### config.mk
export PLATFORM = sky130hd
export DESIGN_NAME = hazard_ctrl
export DESIGN_NICKNAME = d
export VERILOG_FILES = /design/src/rtl/hazard_ctrl.sv
export SDC_FILE = /design/constraint.sdc
export NUM_CORES = 1
export LEC_CHECK = 0
export BUFFER_PORTS_ARGS = -buffer_cell sky130_fd_sc_hd__buf_4
export CAP_MARGIN = 10
export CORE_AREA = 2 2 66 68
export DETAILED_ROUTE_END_ITERATION = 8
export DIE_AREA = 0 0 68 70
export GPL_ROUTABILITY_DRIVEN = 1
export HOLD_SLACK_MARGIN = 0.08
export PLACE_DENSITY = 0.89
export RECOVER_POWER = 100
export SETUP_SLACK_MARGIN = 0.1
export SYNTH_ARGS = -nofsm -noshare
export SYNTH_HDL_FRONTEND = slang
export SYNTH_SLANG_ARGS = --single-unit
export TNS_END_PERCENT = 100
### constraint.sdc
create_clock -name clk -period 2.9 [get_ports clk]
set_clock_uncertainty 0.2 [all_clocks]
set_input_delay 0.145 -clock clk [delete_from_list [all_inputs] [get_ports clk]]
set_output_delay 0.145 -clock clk [all_outputs]
set_load 0.01 [all_outputs]
### src/rtl/hazard_ctrl.sv
// hazard_ctrl: central hazard and forwarding controller for the 5-stage MIPS
// pipeline. It compares the operands of the instruction in D with the
// producers in E, M and W. From that it derives one stall/flush signal and
// the forwarding selects for the D-stage compare/jr path and the E-stage ALU.
// It also owns the busy counter of the multi-cycle mult/div unit and a
// saturating count of stall cycles.
module hazard_ctrl #(
  parameter int MULT_CYCLES = 5,
  parameter int DIV_CYCLES  = 10,
  parameter int CNT_W       = 4,
  parameter int STAT_W      = 16
) (
  input  logic              clk,
  input  logic              reset,
  input  logic [4:0]        rs_d,
  input  logic [4:0]        rt_d,
  input  logic              cal_r_d,
  input  logic              cal_i_d,
  input  logic              ld_d,
  input  logic              st_d,
  input  logic              branch_d,
  input  logic              jr_d,
  input  logic              md_d,
  input  logic              mdread_d,
  input  logic [4:0]        rs_e,
  input  logic [4:0]        rt_e,
  input  logic [4:0]        write_reg_e,
  input  logic              reg_write_e,
  input  logic              ld_e,
  input  logic              jal_e,
  input  logic              md_e,
  input  logic              md_div_e,
  input  logic [4:0]        write_reg_m,
  input  logic              reg_write_m,
  input  logic              ld_m,
  input  logic [4:0]        write_reg_w,
  input  logic              reg_write_w,
  output logic              stall_f,
  output logic              stall_d,
  output logic              flush_e,
  output logic [1:0]        fwd_rs_d,
  output logic [1:0]        fwd_rt_d,
  output logic [1:0]        fwd_rs_e,
  output logic [1:0]        fwd_rt_e,
  output logic              md_busy,
  output logic [STAT_W-1:0] stall_cnt
);

  // Register $0 is hard-wired to zero, so it never creates a dependency.
  function automatic logic regMatch(input logic [4:0] a, input logic [4:0] b);
    return (a == b) && (a != 5'd0);
  endfunction

  logic [CNT_W-1:0]  md_cnt_q;
  logic [CNT_W-1:0]  md_cnt_d;
  logic [STAT_W-1:0] stall_cnt_q;
  logic [STAT_W-1:0] stall_cnt_d;

  logic rsReadD;
  logic rtReadD;
  logic stallLoadUse;
  logic stallBranch;
  logic stallMd;
  logic stall;

  // Decode which source registers the instruction in D actually reads.
  always_comb begin
    rsReadD = cal_r_d | cal_i_d | ld_d | st_d | branch_d | jr_d | md_d;
    rtReadD = cal_r_d | st_d | branch_d | md_d;
  end

  // The three stall sources. A load in E cannot forward in time for any reader
  // in D. Branches and jr resolve in D, so they also wait for ALU results in E
  // (jal's PC+8 is the exception, it forwards straight from E) and for loads
  // in M. Any MD-unit access waits while the unit is busy.
  always_comb begin
    stallLoadUse = ld_e & reg_write_e &
                   ((rsReadD & regMatch(rs_d, write_reg_e)) |
                    (rtReadD & regMatch(rt_d, write_reg_e)));

    stallBranch  = (reg_write_e & ~jal_e &
                    (((branch_d | jr_d) & regMatch(rs_d, write_reg_e)) |
                     (branch_d & regMatch(rt_d, write_reg_e)))) |
                   (reg_write_m & ld_m &
                    (((branch_d | jr_d) & regMatch(rs_d, write_reg_m)) |
                     (branch_d & regMatch(rt_d, write_reg_m))));

    stallMd      = (md_d | mdread_d) & md_busy;

    stall        = stallLoadUse | stallBranch | stallMd;
    stall_f      = stall;
    stall_d      = stall;
    flush_e      = stall;
  end

  // D-stage forwarding for the branch comparator and the jr target.
  // Priority is youngest producer first: jal in E, then non-load in M, then W.
  always_comb begin
    fwd_rs_d = 2'b00;
    if (jal_e & reg_write_e & regMatch(rs_d, write_reg_e)) begin
      fwd_rs_d = 2'b11;
    end else if (reg_write_m & ~ld_m & regMatch(rs_d, write_reg_m)) begin
      fwd_rs_d = 2'b01;
    end else if (reg_write_w & regMatch(rs_d, write_reg_w)) begin
      fwd_rs_d = 2'b10;
    end

    fwd_rt_d = 2'b00;
    if (jal_e & reg_write_e & regMatch(rt_d, write_reg_e)) begin
      fwd_rt_d = 2'b11;
    end else if (reg_write_m & ~ld_m & regMatch(rt_d, write_reg_m)) begin
      fwd_rt_d = 2'b01;
    end else if (reg_write_w & regMatch(rt_d, write_reg_w)) begin
      fwd_rt_d = 2'b10;
    end
  end

  // E-stage ALU operand forwarding. M has priority over W because it holds the
  // more recent value of the register.
  always_comb begin
    fwd_rs_e = 2'b00;
    if (reg_write_m & ~ld_m & regMatch(rs_e, write_reg_m)) begin
      fwd_rs_e = 2'b01;
    end else if (reg_write_w & regMatch(rs_e, write_reg_w)) begin
      fwd_rs_e = 2'b10;
    end

    fwd_rt_e = 2'b00;
    if (reg_write_m & ~ld_m & regMatch(rt_e, write_reg_m)) begin
      fwd_rt_e = 2'b01;
    end else if (reg_write_w & regMatch(rt_e, write_reg_w)) begin
      fwd_rt_e = 2'b10;
    end
  end

  // MD busy counter next state. A new op in E always reloads, even if the
  // unit is somehow still counting down.
  always_comb begin
    md_cnt_d = md_cnt_q;
    if (md_e) begin
      md_cnt_d = md_div_e ? CNT_W'(DIV_CYCLES) : CNT_W'(MULT_CYCLES);
    end else if (md_cnt_q != '0) begin
      md_cnt_d = md_cnt_q - CNT_W'(1);
    end
    md_busy = md_e | (md_cnt_q != '0);
  end

  // Stall statistics: count stalled cycles, holding at all-ones.
  always_comb begin
    stall_cnt_d = stall_cnt_q;
    if (stall && (stall_cnt_q != '1)) begin
      stall_cnt_d = stall_cnt_q + STAT_W'(1);
    end
    stall_cnt = stall_cnt_q;
  end

  // State registers. Reset clears both counters immediately.
  always_ff @(posedge clk or posedge reset) begin
    if (reset) begin
      md_cnt_q    <= '0;
      stall_cnt_q <= '0;
    end else begin
      md_cnt_q    <= md_cnt_d;
      stall_cnt_q <= stall_cnt_d;
    end
  end

endmodule

==> out/metrics.yaml, run 1 <==
die:
  die_area_sq_um: 4760
  fp.dieW_um: 68
  row_count: 24
  num_io_pins: 81
  coreArea_sq_um: 4144
  start_util_pct: 44.84
  die_h_um: 70
timing:
  timing.hold.ws_ps: 272.3
  rsz0062_at_grt: "no"
  slew_viol_final: 0
  tns_ps: 0
  post-route-period-util_pct: 88.74
  slew_headroom_pct: 51.42
  hold_violations: 0
  setup_violations: 0
  setup_slack_ps: 326.6
  max_freq_ghz: 0.3886
  worst_pin_slew_ps: 727.9
  finalCriticalPeriod_ps: 2573
global_route:
  gr-total-overflow: 0
  grt_pass1_wl_um: 8452
  grt_pass1_vias: 1847
  antenna_found_initial: 0
  grt_use_total_pct: 22.78
  grt_max_degree: 21
critical_path:
  worstReg2RegStart: "md_cnt_q[0]$_DFFE_PP0P_"
  path_class: "flop to output pin"
  path_depth: 9
  reg2reg_slack_ps: 430
  arrival_ps: 2230
  reg2regPathDepth: 10
  critPathTopFamily: "buffers and inverters"
  cp_max_fo: 12
  reg2reg_to: "stall_cnt[2]$_DFFE_PP0P_"
  slowest_stage: "dfrtp_1"
  critPathRequiredTime_ps: 2560
  cp-end-kind: "output pin"
  critPathLaunchType: "flop"
  worstSetupEndpoint: "stall_f"
  path_buf_inv: 4
  slowest_delay_ps: 390
  crit_top_cell: "inv_1"
  timing.critical_path.from: "md_cnt_q[0]$_DFFE_PP0P_"
  path_cells: "inv_1 > ha_1 > nor4b_2 > nor2_1 > a311o_1 > a311oi_2 > buf_4 > inv_1 > clkbuf_1"
finish:
  areaGrowthSynthToFinish_pct: 32.73
  num_antenna_cells: 0
  final_cell_mix: "buf_4, xor2_1, xnor2_1"
  nets: 353
  drive_above_1_share_pct: 22.37
  mostFrequentLayoutCell: "buf_4"
  stdcell_area_sq_um: 2466
routing:
  routed-via-count: 1949
  drtAntennaViolNets: 0
  drc: 0
  routedWlPerCell_um: 14.87
  drt_iter0_markers: 100
  first_pass_iters: 5
  wirelength_um: 5159
  viasPerCell: 5.617
yosys:
  synthMuxAreaShare_pct: 3.232
  synth.avg_cell_area_sq_um: 8.723
  yosysSeqAreaShare_pct: 26.94
  ys_warn_count: 0
  synth_top_family_by_area: "XOR/XNOR gates"
  synth_xor_area_share_pct: 29.23
  synth-simple-area-share_pct: 28.55
  syn_nets: 269
  synth_area_sq_um: 1858
  synth_ff_type: "dfrtp_1"
  syn_inst: 213
  synth-compound-area-share_pct: 6.397
  post_synth_num_cell_types: 44
  synth-edff-count: 0
  synth-adder-area-share_pct: 2.020
  synthArstFlopShare_pct: 100.0
  synth_seq_cells: 20
job:
  max_cap_viol_count: 0
hold_path:
  worstHoldPathType: "input pin to flop"
place:
  preCtsSetupSlack_ps: 298.1
  port_buffers: 80
  gp_congestion: 1.018
  dp.final_hpwl_um: 4220
  place_area_sq_um: 2497
clock_network:
  cts_inserted_buffers: 3
  clockBufferDepth: 2
  h-tree-depth: 1
  clk_pin_slew_worst_paths_ps: 70
  cts.sinks: 20
  ctsRootBufferMaster: "clkbuf_8"
  clk_latency_ps: 250
  cts_tree: "done"
power:
  peakVddDrop_uv: 166.7
  power_density_nw_per_um2: 418.4
  power_uw: 1032
  seqPwrFrac_pct: 42.0
  p_leak_uw: 0.001018
  p_sw_share_pct: 37.27
  switchingPower_uw: 384.6
  p_int_uw: 647.3
  pwr-share-clk_pct: 17.0
  p_comb_share_pct: 41.0
status:
  outcome: "finished, final reports clean"
per-stage QoR:
step / util (%) / instances
final: 59.51 / 347
after global routing: 59.51 / 347
after CTS: 62.23 / 347
after detailed placement: 60.27 / 340
after global placement: 60.27 / 340
after floorplan: - / 213
how the worst min path moves through the flow:
stage | from | to | slack, ps | cells past startpoint
2_1_floorplan | reset | md_cnt_q[0]$_DFFE_PP0P_ | -90 | 1
3_3_place_gp | reset | md_cnt_q[1]$_DFFE_PP0P_ | 100 | 2
3_5_place_dp | reset | md_cnt_q[1]$_DFFE_PP0P_ | 120 | 2
4_1_cts | reg_write_m | stall_cnt[7]$_DFFE_PP0P_ | 270 | 5
5_1_grt | reg_write_m | stall_cnt[7]$_DFFE_PP0P_ | 320 | 5
6_report | reg_write_m | stall_cnt[7]$_DFFE_PP0P_ | 270 | 5
flip-flops by register name, indices dropped and copies added (netlist names):
name and flops:
md_cnt_q 4, stall_cnt 16
cells in the mapped netlist, drive strengths merged, types with 2 or more instances:
library cell / instances / area share [%]
nand3: 7 / 1.9
inv: 7 / 1.4
xnor2: 28 / 13
and4: 2 / 0.94
mux2: 5 / 3.2
a211oi: 2 / 0.81
nand2b: 2 / 0.67
nand2: 14 / 2.8
ha: 3 / 2.0
clkbuf: 3 / 0.61
or3: 3 / 1.0
o21ai: 5 / 1.3
buf: 4 / 1.6
nor4: 11 / 3.7
nor2: 14 / 3.2
xor2: 34 / 16
dfrtp: 20 / 27
a21oi: 4 / 1.1
nor3: 10 / 3.2
or4: 4 / 1.9
nand4: 11 / 3.7
and3: 7 / 2.4
worst min-delay path: stages:
cell and delay, ps:
buf_4 90, a311oi_2 70, buf_4 170, nor2_1 130
xor2_1 80
what timing repair did:
action | in CTS | in global routing
gates resized for setup | 0 | 1
hold buffers | 4 | 0
hold endpoints to repair | 24 | 0
setup endpoints to repair | 0 | 3
buffers inserted | 0 | 0
per-layer routing:
layer	global-route usage, %	share of wire (%)	vias to the layer above
met5	0	0	-
li1	-	-	921
met1	26.67	39	889
met2	40.56	50	118
met3	3.865	8.2	21
met4	7.778	3.2	0
power groups by stage:
stage	combinational [uW]	clock [uW]	sequential, uW
floorplan	225	0	445
global placement	455	0	434
finish	423	175	434
global route	468	188	448
CTS	479	179	433
detailed placement	474	0	436
cells by family after synthesis:
family	count (synthesis)
adder cells (fa/ha/maj)	3
AO/OA/AOI/OAI	17
multiplexers	5
XOR/XNOR	62
AND/OR/NAND/NOR	92
flip-flops	20
buffers and inverters	14
cell type report:
type,instances,area (sq um)
tap,52,65.06
multi-input combinational,179,1282
timing repair buffer,86,550.5
inverter,7,26.28
sequential,20,500.5
fill,377,1678
clock buffer,3,41.29
Note: power is estimated with default switching activity, not from simulation.
==> run 2: changes to the inputs <==
==> constraint.sdc (replaced) <==
create_clock -name clk -period 2.9 [get_ports clk]
set_clock_uncertainty 0.2 [all_clocks]
set_input_delay 0 -clock clk [delete_from_list [all_inputs] [get_ports clk]]
set_output_delay 0 -clock clk [all_outputs]
set_load 0.01 [all_outputs]
==> out/metrics.yaml, run 2 (same netlist as run 1, synthesis figures left out) <==
status:
  outcome: "finished, final reports clean"
finish:
  num_antenna_cells: 0
  drive_above_1_share_pct: 22.41
  mostFrequentLayoutCell: "buf_4"
  multi_input_area_sq_um: 1287
  nets: 356
  stdcell_area_sq_um: 2512
  seqCellArea_sq_um: 500.5
  largest_reg_flops: 16
  final_cell_mix: "buf_4, xor2_1, xnor2_1, clkbuf_1, dfrtp_1"
  areaGrowthSynthToFinish_pct: 35.22
  utilization_pct: 60.63
  fillerInstances: 381
  layout.cells.non_filler: 351
clock_network:
  clk_latency_ps: 270
  cts.sinks: 20
  cts_inserted_buffers: 3
  cts_tree: "done"
  clockBufferDepth: 2
  h-tree-depth: 1
  ctsRootBufferMaster: "clkbuf_8"
  clk_pin_slew_worst_paths_ps: 70
global_route:
  grt_use_total_pct: 23.84
  grt_pass1_vias: 1964
  antenna_found_initial: 0
  grt_max_degree: 21
  grt_pass1_wl_um: 8783
  gr-total-overflow: 0
die:
  num_io_pins: 81
  coreArea_sq_um: 4144
  fp.dieW_um: 68
  row_count: 24
  die_h_um: 70
  start_util_pct: 44.84
  die_area_sq_um: 4760
critical_path:
  worstReg2RegStart: "md_cnt_q[0]$_DFFE_PP0P_"
  critPathRequiredTime_ps: 2850
  cp-end-kind: "flop"
  reg2regPathDepth: 9
  cp_max_fo: 4
  reg2reg_to: "stall_cnt[8]$_DFFE_PP0P_"
  critPathLaunchType: "flop"
  arrival_ps: 2540
  timing.critical_path.from: "md_cnt_q[0]$_DFFE_PP0P_"
  path_class: "flop to flop"
  reg2reg_slack_ps: 310
  worstSetupEndpoint: "stall_cnt[8]$_DFFE_PP0P_"
power:
  p_leak_uw: 0.001041
  power_density_nw_per_um2: 430.0
  peakVddDrop_uv: 170.7
place:
  dp.cells: 340
  gp_congestion: 0.8561
  place_area_sq_um: 2497
  port_buffers: 80
  dp.final_hpwl_um: 4275
timing:
  post-route-period-util_pct: 89.19
  rsz0062_at_grt: "no"
  tns_ps: 0
  slew_viol_final: 0
  slew_headroom_pct: 51.32
  hold_violations: 0
  worst_pin_slew_ps: 729.4
  setup_violations: 0
  finalCriticalPeriod_ps: 2586
  max_freq_ghz: 0.3866
routing:
  wirelength_um: 5255
  drc: 0
  drtAntennaViolNets: 0
  routed-via-count: 1938
  viasPerCell: 5.521
  drt_iter0_markers: 130
  first_pass_iters: 4
  routedWlPerCell_um: 14.97
hold_path:
  worstHoldPathType: "input pin to output pin"
job:
  max_cap_viol_count: 0
run 2: worst max-delay path: stages (launching register included):
cell and delay, ps:
dfrtp_1 400, inv_1 110, ha_1 180, nor4b_1 310, nor2_1 90, a311o_1 320
a311oi_4 280, buf_4 200, nor3_1 70, mux2_1 320
run 2: power by group:
| part | internal (uW) | total (uW) | leakage [uW] | switching, uW |
|---|---|---|---|---|
| logic | 210 | 431 | 0.000782 | 221 |
| clock network | 121 | 217 | 0.0000288 | 96.2 |
| registers | 348 | 432 | 0.000230 | 83.6 |
run 2: timing repair:
action                                  in CTS  in global routing
endpoints found under the setup margin       6                 16
buffers inserted                             0                  1
hold buffers                                 6                  0
cloned                                       0                  0
resized for setup                            1                  0
pin swaps                                    0                  1
hold endpoints to repair                    25                  0
run 2: worst min-delay path by stage:
stage                 from                 endpoint  cells past startpoint
2_1_floorplan        reset  md_cnt_q[0]$_DFFE_PP0P_                      1
3_3_place_gp         reset  md_cnt_q[2]$_DFFE_PP0P_                      2
3_5_place_dp         reset  md_cnt_q[2]$_DFFE_PP0P_                      2
4_1_cts        reg_write_w              fwd_rt_e[1]                      4
5_1_grt        reg_write_w              fwd_rt_e[1]                      4
6_report       reg_write_w              fwd_rt_e[1]                      4
run 2: area by class of cell:
type / instances / share of cell area, %
Multi-Input combinational cell: 179 / 51.24
Inverter: 7 / 1.046
Clock buffer: 4 / 2.191
Tap cell: 52 / 2.590
Timing Repair Buffer: 89 / 23.01
Sequential cell: 20 / 19.92
run 2: per-stage QoR:
step | power (uW) | setup slack (ps) | hold WS [ps]
CTS | 1141 | 145.3 | 160.8
floorplan | 670.1 | 328.3 | -236.2
finish | 1080 | 313.5 | 141.6
global route | 1154 | 111.6 | 173.7
global placement | 885.0 | 198.2 | -33.35
detailed placement | 914.0 | 14.99 | -22.20
run 2: layer usage:
layer	routed length [um]	share of wire (%)	track usage [%]
met5	0	0	0
met4	161	3.1	11.11
met3	354	6.7	3.221
met2	2699	51	41.21
met1	2039	39	28.24
